<file path="config.mk">
export PLATFORM = sky130hd
export DESIGN_NAME = turn_ctrl
export DESIGN_NICKNAME = d
export VERILOG_FILES = /design/src/rtl/tank_game_pkg.sv /design/src/rtl/key_edge.sv /design/src/rtl/turn_ctrl.sv
export SDC_FILE = /design/constraint.sdc
export NUM_CORES = 1
export LEC_CHECK = 0
export CAP_MARGIN = 30
export CORE_ASPECT_RATIO = 1.75
export CORE_MARGIN = 1
export CORE_UTILIZATION = 40
export DETAILED_ROUTE_END_ITERATION = 10
export GPL_ROUTABILITY_DRIVEN = 0
export PLACE_DENSITY = 0.68
export SLEW_MARGIN = 15
export SYNTH_ARGS = -nofsm -noshare
export SYNTH_HDL_FRONTEND = slang
export SYNTH_SLANG_ARGS = --single-unit
</file>
<file path="constraint.sdc">
create_clock -name frame_clk -period 2.3 [get_ports frame_clk]
set_input_delay 0.46 -clock frame_clk [delete_from_list [all_inputs] [get_ports frame_clk]]
set_output_delay 0.46 -clock frame_clk [all_outputs]
set_load 0.01 [all_outputs]
</file>
<file path="src/rtl/tank_game_pkg.sv">
`default_nettype none
// ============================================================================
// Module   : tank_game_pkg
// Purpose  : Shared types and constants for the two-tank artillery game.
//            Turn state encoding, facing directions, hit-point width and
//            small helpers used by the turn sequencer.
// Revision : 1.0 - initial release
// ============================================================================
package tank_game_pkg;

  localparam int HP_W = 4;

  typedef enum logic [2:0] {
    AIM    = 3'd0,
    FIRE   = 3'd1,
    FLIGHT = 3'd2,
    SETTLE = 3'd3,
    OVER   = 3'd4
  } turn_state_t;

  localparam logic [1:0] DIR_LEFT  = 2'b00;
  localparam logic [1:0] DIR_RIGHT = 2'b01;

  // Bit positions of the keys inside the packed key vector.
  localparam int KEY_N     = 5;
  localparam int KEY_LEFT  = 0;
  localparam int KEY_RIGHT = 1;
  localparam int KEY_UP    = 2;
  localparam int KEY_DOWN  = 3;
  localparam int KEY_FIRE  = 4;

  // Player 0 starts on the left of the field and faces right; player 1 the
  // opposite.
  function automatic logic [1:0] default_dir(input logic tank);
    return tank ? DIR_LEFT : DIR_RIGHT;
  endfunction

  // Launch velocity is upward, i.e. the negated power in 10-bit two's
  // complement.
  function automatic logic [9:0] neg_power(input logic [3:0] power);
    return 10'd0 - {6'd0, power};
  endfunction

endpackage
`default_nettype wire

</file>
<file path="src/rtl/key_edge.sv">
`default_nettype none
// ============================================================================
// Module   : key_edge
// Purpose  : Per-frame key register with rising-edge detection.
// Ports    : frame_clk  - frame clock
//            Reset      - asynchronous, active-high
//            key[W]     - level key states
//            rise[W]    - one-frame pulse on each 0->1 key transition
// Revision : 1.0 - initial release
// ============================================================================
module key_edge #(
  parameter int WIDTH = 5
) (
  input  logic             frame_clk,
  input  logic             Reset,
  input  logic [WIDTH-1:0] key,
  output logic [WIDTH-1:0] rise
);

  logic [WIDTH-1:0] key_q;
  logic [WIDTH-1:0] key_d;
  logic             armed_q;
  logic             armed_d;

  always_comb begin
    key_d   = key;
    armed_d = 1'b1;
  end

  always_ff @(posedge frame_clk or posedge Reset) begin
    if (Reset) begin
      key_q   <= '0;
      armed_q <= 1'b0;
    end else begin
      key_q   <= key_d;
      armed_q <= armed_d;
    end
  end

  // The history register comes out of reset at zero, so a key already held
  // while reset is released would look like a fresh press. Edges are masked
  // for the first frame after reset so that such a key must be released and
  // pressed again.
  assign rise = key & ~key_q & {WIDTH{armed_q}};

endmodule
`default_nettype wire

</file>
<file path="src/rtl/turn_ctrl.sv">
`default_nettype none
// ============================================================================
// Module   : turn_ctrl
// Purpose  : Turn and fire sequencer for the two-tank artillery game. Lets the
//            active player aim and set power, launches the bullet, watches the
//            flight, applies damage and passes the turn.
// Ports    : frame_clk, Reset                 - frame clock, async reset
//            key_left/right/up/down/fire      - level key states
//            hit, BulletX, BulletY            - bullet block feedback
//            TankX, TankY                     - active tank position
//            shoot, Direction, y_component,
//            currentTank                      - bullet block controls
//            hp0, hp1, game_over, winner,
//            state_o                          - game status / HUD
// Revision : 1.0 - initial release
// ============================================================================
module turn_ctrl
  import tank_game_pkg::*;
#(
  parameter int HP_INIT        = 5,
  parameter int POWER_MIN      = 2,
  parameter int POWER_MAX      = 15,
  parameter int POWER_INIT     = 8,
  parameter int FLIGHT_TIMEOUT = 240,
  parameter int SETTLE_FRAMES  = 30
) (
  input  logic            frame_clk,
  input  logic            Reset,
  input  logic            key_left,
  input  logic            key_right,
  input  logic            key_up,
  input  logic            key_down,
  input  logic            key_fire,
  input  logic            hit,
  input  logic [9:0]      BulletX,
  input  logic [9:0]      BulletY,
  input  logic [9:0]      TankX,
  input  logic [9:0]      TankY,
  output logic            shoot,
  output logic [1:0]      Direction,
  output logic [9:0]      y_component,
  output logic [1:0]      currentTank,
  output logic [HP_W-1:0] hp0,
  output logic [HP_W-1:0] hp1,
  output logic            game_over,
  output logic            winner,
  output logic [2:0]      state_o
);

  localparam int CNT_W = $clog2(FLIGHT_TIMEOUT + 1);
  localparam int SET_W = $clog2(SETTLE_FRAMES + 1);

  localparam logic [3:0]      P_MIN       = 4'(POWER_MIN);
  localparam logic [3:0]      P_MAX       = 4'(POWER_MAX);
  localparam logic [3:0]      P_INIT      = 4'(POWER_INIT);
  localparam logic [HP_W-1:0] HP_RST      = HP_W'(HP_INIT);
  localparam logic [CNT_W-1:0] FLIGHT_LAST = CNT_W'(FLIGHT_TIMEOUT);
  localparam logic [CNT_W-1:0] FLIGHT_MIN  = CNT_W'(2);
  localparam logic [SET_W-1:0] SETTLE_LAST = SET_W'(SETTLE_FRAMES - 1);

  // Offset from the tank origin to the barrel tip, where an idle bullet is
  // parked by the bullet block.
  localparam logic [9:0] CARRY_DX = 10'd35;
  localparam logic [9:0] CARRY_DY = 10'd15;

  // --------------------------------------------------------------------------
  // Key edges
  // --------------------------------------------------------------------------
  logic [KEY_N-1:0] key_vec;
  logic [KEY_N-1:0] key_rise;

  assign key_vec = {key_fire, key_down, key_up, key_right, key_left};

  key_edge #(.WIDTH(KEY_N)) u_key_edge (
    .frame_clk (frame_clk),
    .Reset     (Reset),
    .key       (key_vec),
    .rise      (key_rise)
  );

  logic rise_left, rise_right, rise_up, rise_down, rise_fire;
  assign rise_left  = key_rise[KEY_LEFT];
  assign rise_right = key_rise[KEY_RIGHT];
  assign rise_up    = key_rise[KEY_UP];
  assign rise_down  = key_rise[KEY_DOWN];
  assign rise_fire  = key_rise[KEY_FIRE];

  // --------------------------------------------------------------------------
  // State and datapath registers
  // --------------------------------------------------------------------------
  turn_state_t      state_q, state_d;
  logic             shoot_q, shoot_d;
  logic [1:0]       dir_q, dir_d;
  logic [3:0]       power_q, power_d;
  logic [9:0]       y_q, y_d;
  logic [1:0]       cur_q, cur_d;
  logic [HP_W-1:0]  hp0_q, hp0_d;
  logic [HP_W-1:0]  hp1_q, hp1_d;
  logic             over_q, over_d;
  logic             winner_q, winner_d;
  logic [CNT_W-1:0] flight_cnt_q, flight_cnt_d;
  logic [SET_W-1:0] settle_cnt_q, settle_cnt_d;

  always_ff @(posedge frame_clk or posedge Reset) begin
    if (Reset) begin
      state_q      <= AIM;
      shoot_q      <= 1'b0;
      dir_q        <= DIR_RIGHT;
      power_q      <= P_INIT;
      y_q          <= neg_power(P_INIT);
      cur_q        <= 2'd0;
      hp0_q        <= HP_RST;
      hp1_q        <= HP_RST;
      over_q       <= 1'b0;
      winner_q     <= 1'b0;
      flight_cnt_q <= '0;
      settle_cnt_q <= '0;
    end else begin
      state_q      <= state_d;
      shoot_q      <= shoot_d;
      dir_q        <= dir_d;
      power_q      <= power_d;
      y_q          <= y_d;
      cur_q        <= cur_d;
      hp0_q        <= hp0_d;
      hp1_q        <= hp1_d;
      over_q       <= over_d;
      winner_q     <= winner_d;
      flight_cnt_q <= flight_cnt_d;
      settle_cnt_q <= settle_cnt_d;
    end
  end

  // --------------------------------------------------------------------------
  // Shared conditions
  // --------------------------------------------------------------------------
  logic [HP_W-1:0] enemy_hp;
  logic            at_carry;
  logic            flight_done;
  logic            settle_done;

  assign enemy_hp = cur_q[0] ? hp0_q : hp1_q;

  // At launch the bullet still sits at the carry point, so a match is only
  // treated as "returned" once the flight has run for a couple of frames.
  assign at_carry = (flight_cnt_q >= FLIGHT_MIN) &&
                    (BulletX == TankX + CARRY_DX) &&
                    (BulletY == TankY + CARRY_DY);

  assign flight_done = hit || at_carry || (flight_cnt_q == FLIGHT_LAST);
  assign settle_done = (settle_cnt_q == SETTLE_LAST);

  // --------------------------------------------------------------------------
  // Next-state logic
  // --------------------------------------------------------------------------
  always_comb begin
    state_d = state_q;
    case (state_q)
      AIM:     if (rise_fire) state_d = FIRE;
      FIRE:    state_d = FLIGHT;
      FLIGHT:  if (flight_done) state_d = SETTLE;
      SETTLE:  if (settle_done) state_d = (enemy_hp == '0) ? OVER : AIM;
      OVER:    if (rise_fire) state_d = AIM;
      default: state_d = AIM;
    endcase
  end

  // --------------------------------------------------------------------------
  // Output / datapath logic
  // --------------------------------------------------------------------------
  always_comb begin
    shoot_d      = 1'b0;
    dir_d        = dir_q;
    power_d      = power_q;
    cur_d        = cur_q;
    hp0_d        = hp0_q;
    hp1_d        = hp1_q;
    over_d       = over_q;
    winner_d     = winner_q;
    flight_cnt_d = flight_cnt_q;
    settle_cnt_d = settle_cnt_q;

    case (state_q)
      AIM: begin
        // Opposing presses in the same frame cancel.
        if (rise_up && !rise_down && (power_q < P_MAX)) power_d = power_q + 4'd1;
        if (rise_down && !rise_up && (power_q > P_MIN)) power_d = power_q - 4'd1;
        if (rise_left && !rise_right) dir_d = DIR_LEFT;
        if (rise_right && !rise_left) dir_d = DIR_RIGHT;
      end
      FIRE: begin
        shoot_d      = 1'b1;
        flight_cnt_d = '0;
      end
      FLIGHT: begin
        if (flight_cnt_q != FLIGHT_LAST) flight_cnt_d = flight_cnt_q + 1'b1;
        if (flight_done) settle_cnt_d = '0;
        // Hit has top priority; damage goes to the tank that is not shooting.
        if (hit) begin
          if (cur_q[0]) begin
            if (hp0_q != '0) hp0_d = hp0_q - 1'b1;
          end else begin
            if (hp1_q != '0) hp1_d = hp1_q - 1'b1;
          end
        end
      end
      SETTLE: begin
        if (settle_done) begin
          if (enemy_hp == '0) begin
            over_d   = 1'b1;
            winner_d = cur_q[0];
          end else begin
            cur_d   = {1'b0, ~cur_q[0]};
            power_d = P_INIT;
            dir_d   = default_dir(~cur_q[0]);
          end
        end else begin
          settle_cnt_d = settle_cnt_q + 1'b1;
        end
      end
      OVER: begin
        if (rise_fire) begin
          hp0_d   = HP_RST;
          hp1_d   = HP_RST;
          cur_d   = 2'd0;
          dir_d   = DIR_RIGHT;
          power_d = P_INIT;
          over_d  = 1'b0;
        end
      end
      default: ;
    endcase

    y_d = neg_power(power_d);
  end

  assign shoot       = shoot_q;
  assign Direction   = dir_q;
  assign y_component = y_q;
  assign currentTank = cur_q;
  assign hp0         = hp0_q;
  assign hp1         = hp1_q;
  assign game_over   = over_q;
  assign winner      = winner_q;
  assign state_o     = state_q;

endmodule
`default_nettype wire

</file>
==> impl_results.md <==
- Status: complete, no violations
- Clk_lat worst skew: 290 ps
- Final core occ: 0.613
- Die Span Y: 116 um
- Layout cells sized above 1: 0.235
- Placed Cells: 518
- Min Tclk post-route: 2230 ps
- Design area: 4400 sq um
- WP buf/inv: 4
- Core box area: 7180 sq um
- Cell row count: 41
- Largest net degree at the start of global routing: 44
- CP Class: in2reg
- Placed Area: 4060 sq um
- Arr. time, crit path: 2390 ps
- Cells after Synth: 325
- H-tree depth: 2
- Pwr Density: 832 nW/um^2
- FF+latch count, synth: 43
- EDFF count, synth: 0
- Met2 Wirelength: 4.61 mm
- Final non-filler cell total: 533
- Pin slew with the least headroom to its limit: 534 ps
- Number of synthesis warnings: 0
- Routed wl met3: 266 um
- Max_cap viols: 0
- Number of vias per cell: 5.27
- Overflow left after global routing: 0
- Die Width: 67.0 um
- Die area: 7760 sq um
- Area share of the largest cell type after synthesis: 0.296
- Clock root buffer: clkbuf_16
- Max Slew Vio Count: 0
- Met1 WL: 2.59 mm
- Layout area overhead: 48.8%
- Top_reg_cell synth: dfrtp_1
- CTS Buffer Depth: 2
- Commonest non-fill, non-tap cell in the layout: clkdlybuf4s50_1
- Total CTS buffers: 5
- Starting Density: 0.412
- First-pass GRT wire length: 12.5 mm
- Period utilisation layout: 0.971
- Total power: 3670 uW
- Vias post-DR: 2807
- Delay-heaviest family, CP: buffers and inverters
- Count of input and output buffers: 73
- Setup TNS: 0 ps
- Fillers: 652
- Syn Area/Cell: 9.11 sq um
- CP startpoint kind: input pin
- Worst min-delay path category: in2reg
- Crit-path max FO: 5
- Initial antenna violation count: 0
- # IOs: 76
- Total track usage: 0.215
- HPWL Detailed: 6.02 mm
- N_diodes: 0
- CTS Sinks: 43
- TritonCTS clock tree: built
- Max incr delay on CP: 340 ps
- Post-synthesis sequential area ratio: 0.367
- CP max-delay cell: nor4_4
- Vias in the first global route: 2936
- ANT nets after route: 0
- CP dominant cell by count: buf_6
- Final hold vios: 0
- Final setup fails: 0
- Most frequent cells in the layout: 56 x clkdlybuf4s50_1, 50 x buf_4, 35 x dfrtp_1, 30 x nor2_1, 26 x inv_1
- Synth area leaders: dfrtp_1 30%, dfstp_2 7.1%, xnor2_1 6.5%
- Slew HR: 0.644
- Post-synth ARST share: 1.00
- CP cell instances: dlygate4sd2_1 -> buf_6 -> nor4_4 -> nor3b_4 -> buf_4 -> xnor2_2 -> nand4_1 -> o31ai_4 -> buf_6 -> o221ai_2
- P_leak: 0.00197 uW
- Worst-path clk slew: 60 ps
- Worst path required time: 2460 ps
- CP Capture Type: flop
- Routed len/inst: 14.5 um
- Synth area leader: dfrtp_1
- Worst Clk Skew: 3.94 ps
- Initial DRC Count: 121
- Residual DRC: 0
- Yosys cell types: 61
- Peak supply drop: 354 uV
- Fmax: 448 MHz
- Drt total wl: 7.72 mm
- Final net count: 509
- Highest Signal Layer: met4
- Drt pass-1 iters: 4
- Post-Syn Area: 2960 sq um
-- layer usage --
metal  vias to the layer above  GRT usage
li1                       1372          -
met2                        87      0.439
met1                      1329      0.190
met3                        19     0.0285
met4                         0      0.105
met5                         -          0
-- stage by stage --
stage	setup slack, ps	hold slack, ps
floorplan	92.4	483
global placement	-489	478
detailed placement	-541	481
CTS	4.11	445
global route	-20.7	336
finish	66.9	324
-- what timing repair did --
action,4_1_cts,5_1_grt
hold buffers,0,0
resized for setup,37,21
buffers inserted,2,5
pin swaps,20,13
endpoints found under the setup margin,10,10
-- where the power goes --
part | internal [uW] | switching, uW | total, uW
clock | 401 | 277 | 678
combinational | 884 | 795 | 1680
sequential | 1020 | 285 | 1310
-- cell families (layout without fill, tap and decap cells) --
family                   Yosys count  count (layout)  share of synthesized area
flip-flops                        43              43                      0.367
multiplexers                       4               4                     0.0144
AND/OR/NAND/NOR                  110             110                      0.204
adder cells (fa/ha/maj)           15              15                     0.0634
buffers and inverters             41             162                     0.0668
other                              2               3                    0.00254
XOR/XNOR                          39              39                      0.115
AO/OA/AOI/OAI                     71              71                      0.167
-- registers in the layout (all words and copies together) (netlist names), 3 cells and up --
name              flops
power_q               3
u_key_edge.key_q      5
flight_cnt_q          8
y_component           5
settle_cnt_q          5
state_o               3
hp0                   4
hp1                   4
-- final cells by class --
| type | instances | area, sq um | share of cell area |
|---|---|---|---|
| inverters | 28 | 105 | 0.0239 |
| well taps | 86 | 108 | 0.0244 |
| clock buffers | 7 | 133 | 0.0301 |
| flip-flops and latches | 43 | 1090 | 0.247 |
| clock inverters | 1 | 5.00 | 0.00114 |
| repair buffers | 126 | 1120 | 0.255 |
| multi-input cells | 242 | 1840 | 0.419 |
-- cell usage after synthesis (2+ instances only) --
| master | count |
|---|---|
| dfrtp_1 | 35 |
| nor2_1 | 31 |
| inv_1 | 28 |
| xnor2_1 | 22 |
| nand2_1 | 20 |
| o21ai_0 | 18 |
| a21oi_1 | 17 |
| xor2_1 | 17 |
| ha_1 | 15 |
| buf_4 | 11 |
| nand3_1 | 11 |
| dfstp_2 | 8 |
| nand4_1 | 6 |
| nor3_1 | 6 |
| nand3b_1 | 5 |
| nor2b_1 | 4 |
| nor3b_1 | 4 |
| nor4_1 | 4 |
| a21o_1 | 3 |
| a22oi_1 | 3 |
| and3_1 | 3 |
| nor4_2 | 3 |
| o31ai_1 | 3 |
| a22o_1 | 2 |
| a31o_2 | 2 |
| buf_2 | 2 |
| conb_1 | 2 |
| mux2_2 | 2 |
| mux2i_1 | 2 |
| o211ai_1 | 2 |
| o221ai_1 | 2 |
| o22ai_1 | 2 |
| or3_1 | 2 |
-- final timing paths --
check | startpoint | to | slack (ps) | cells after the start
worst max-delay path | TankY[0] | settle_cnt_q[2]$_DFFE_PP0P_ | 70 | 10
worst min-delay path | key_down | u_key_edge.key_q[3]$_DFF_PP0_ | 320 | 1
worst max register to register | y_component[0]$_DFF_PP0_ | y_component[8]$_DFF_PP1_ | 90 | 7
worst min register to register | Direction[0]$_DFFE_PP1P_ | Direction[0]$_DFFE_PP1P_ | 490 | 2
max in group asynchronous | Reset | Direction[0]$_DFFE_PP1P_ | 1310 | 3
min in group asynchronous | Reset | hp0[1]$_DFFE_PP0P_ | 610 | 3
No activity file was read; power rests on OpenSTA's default activity.
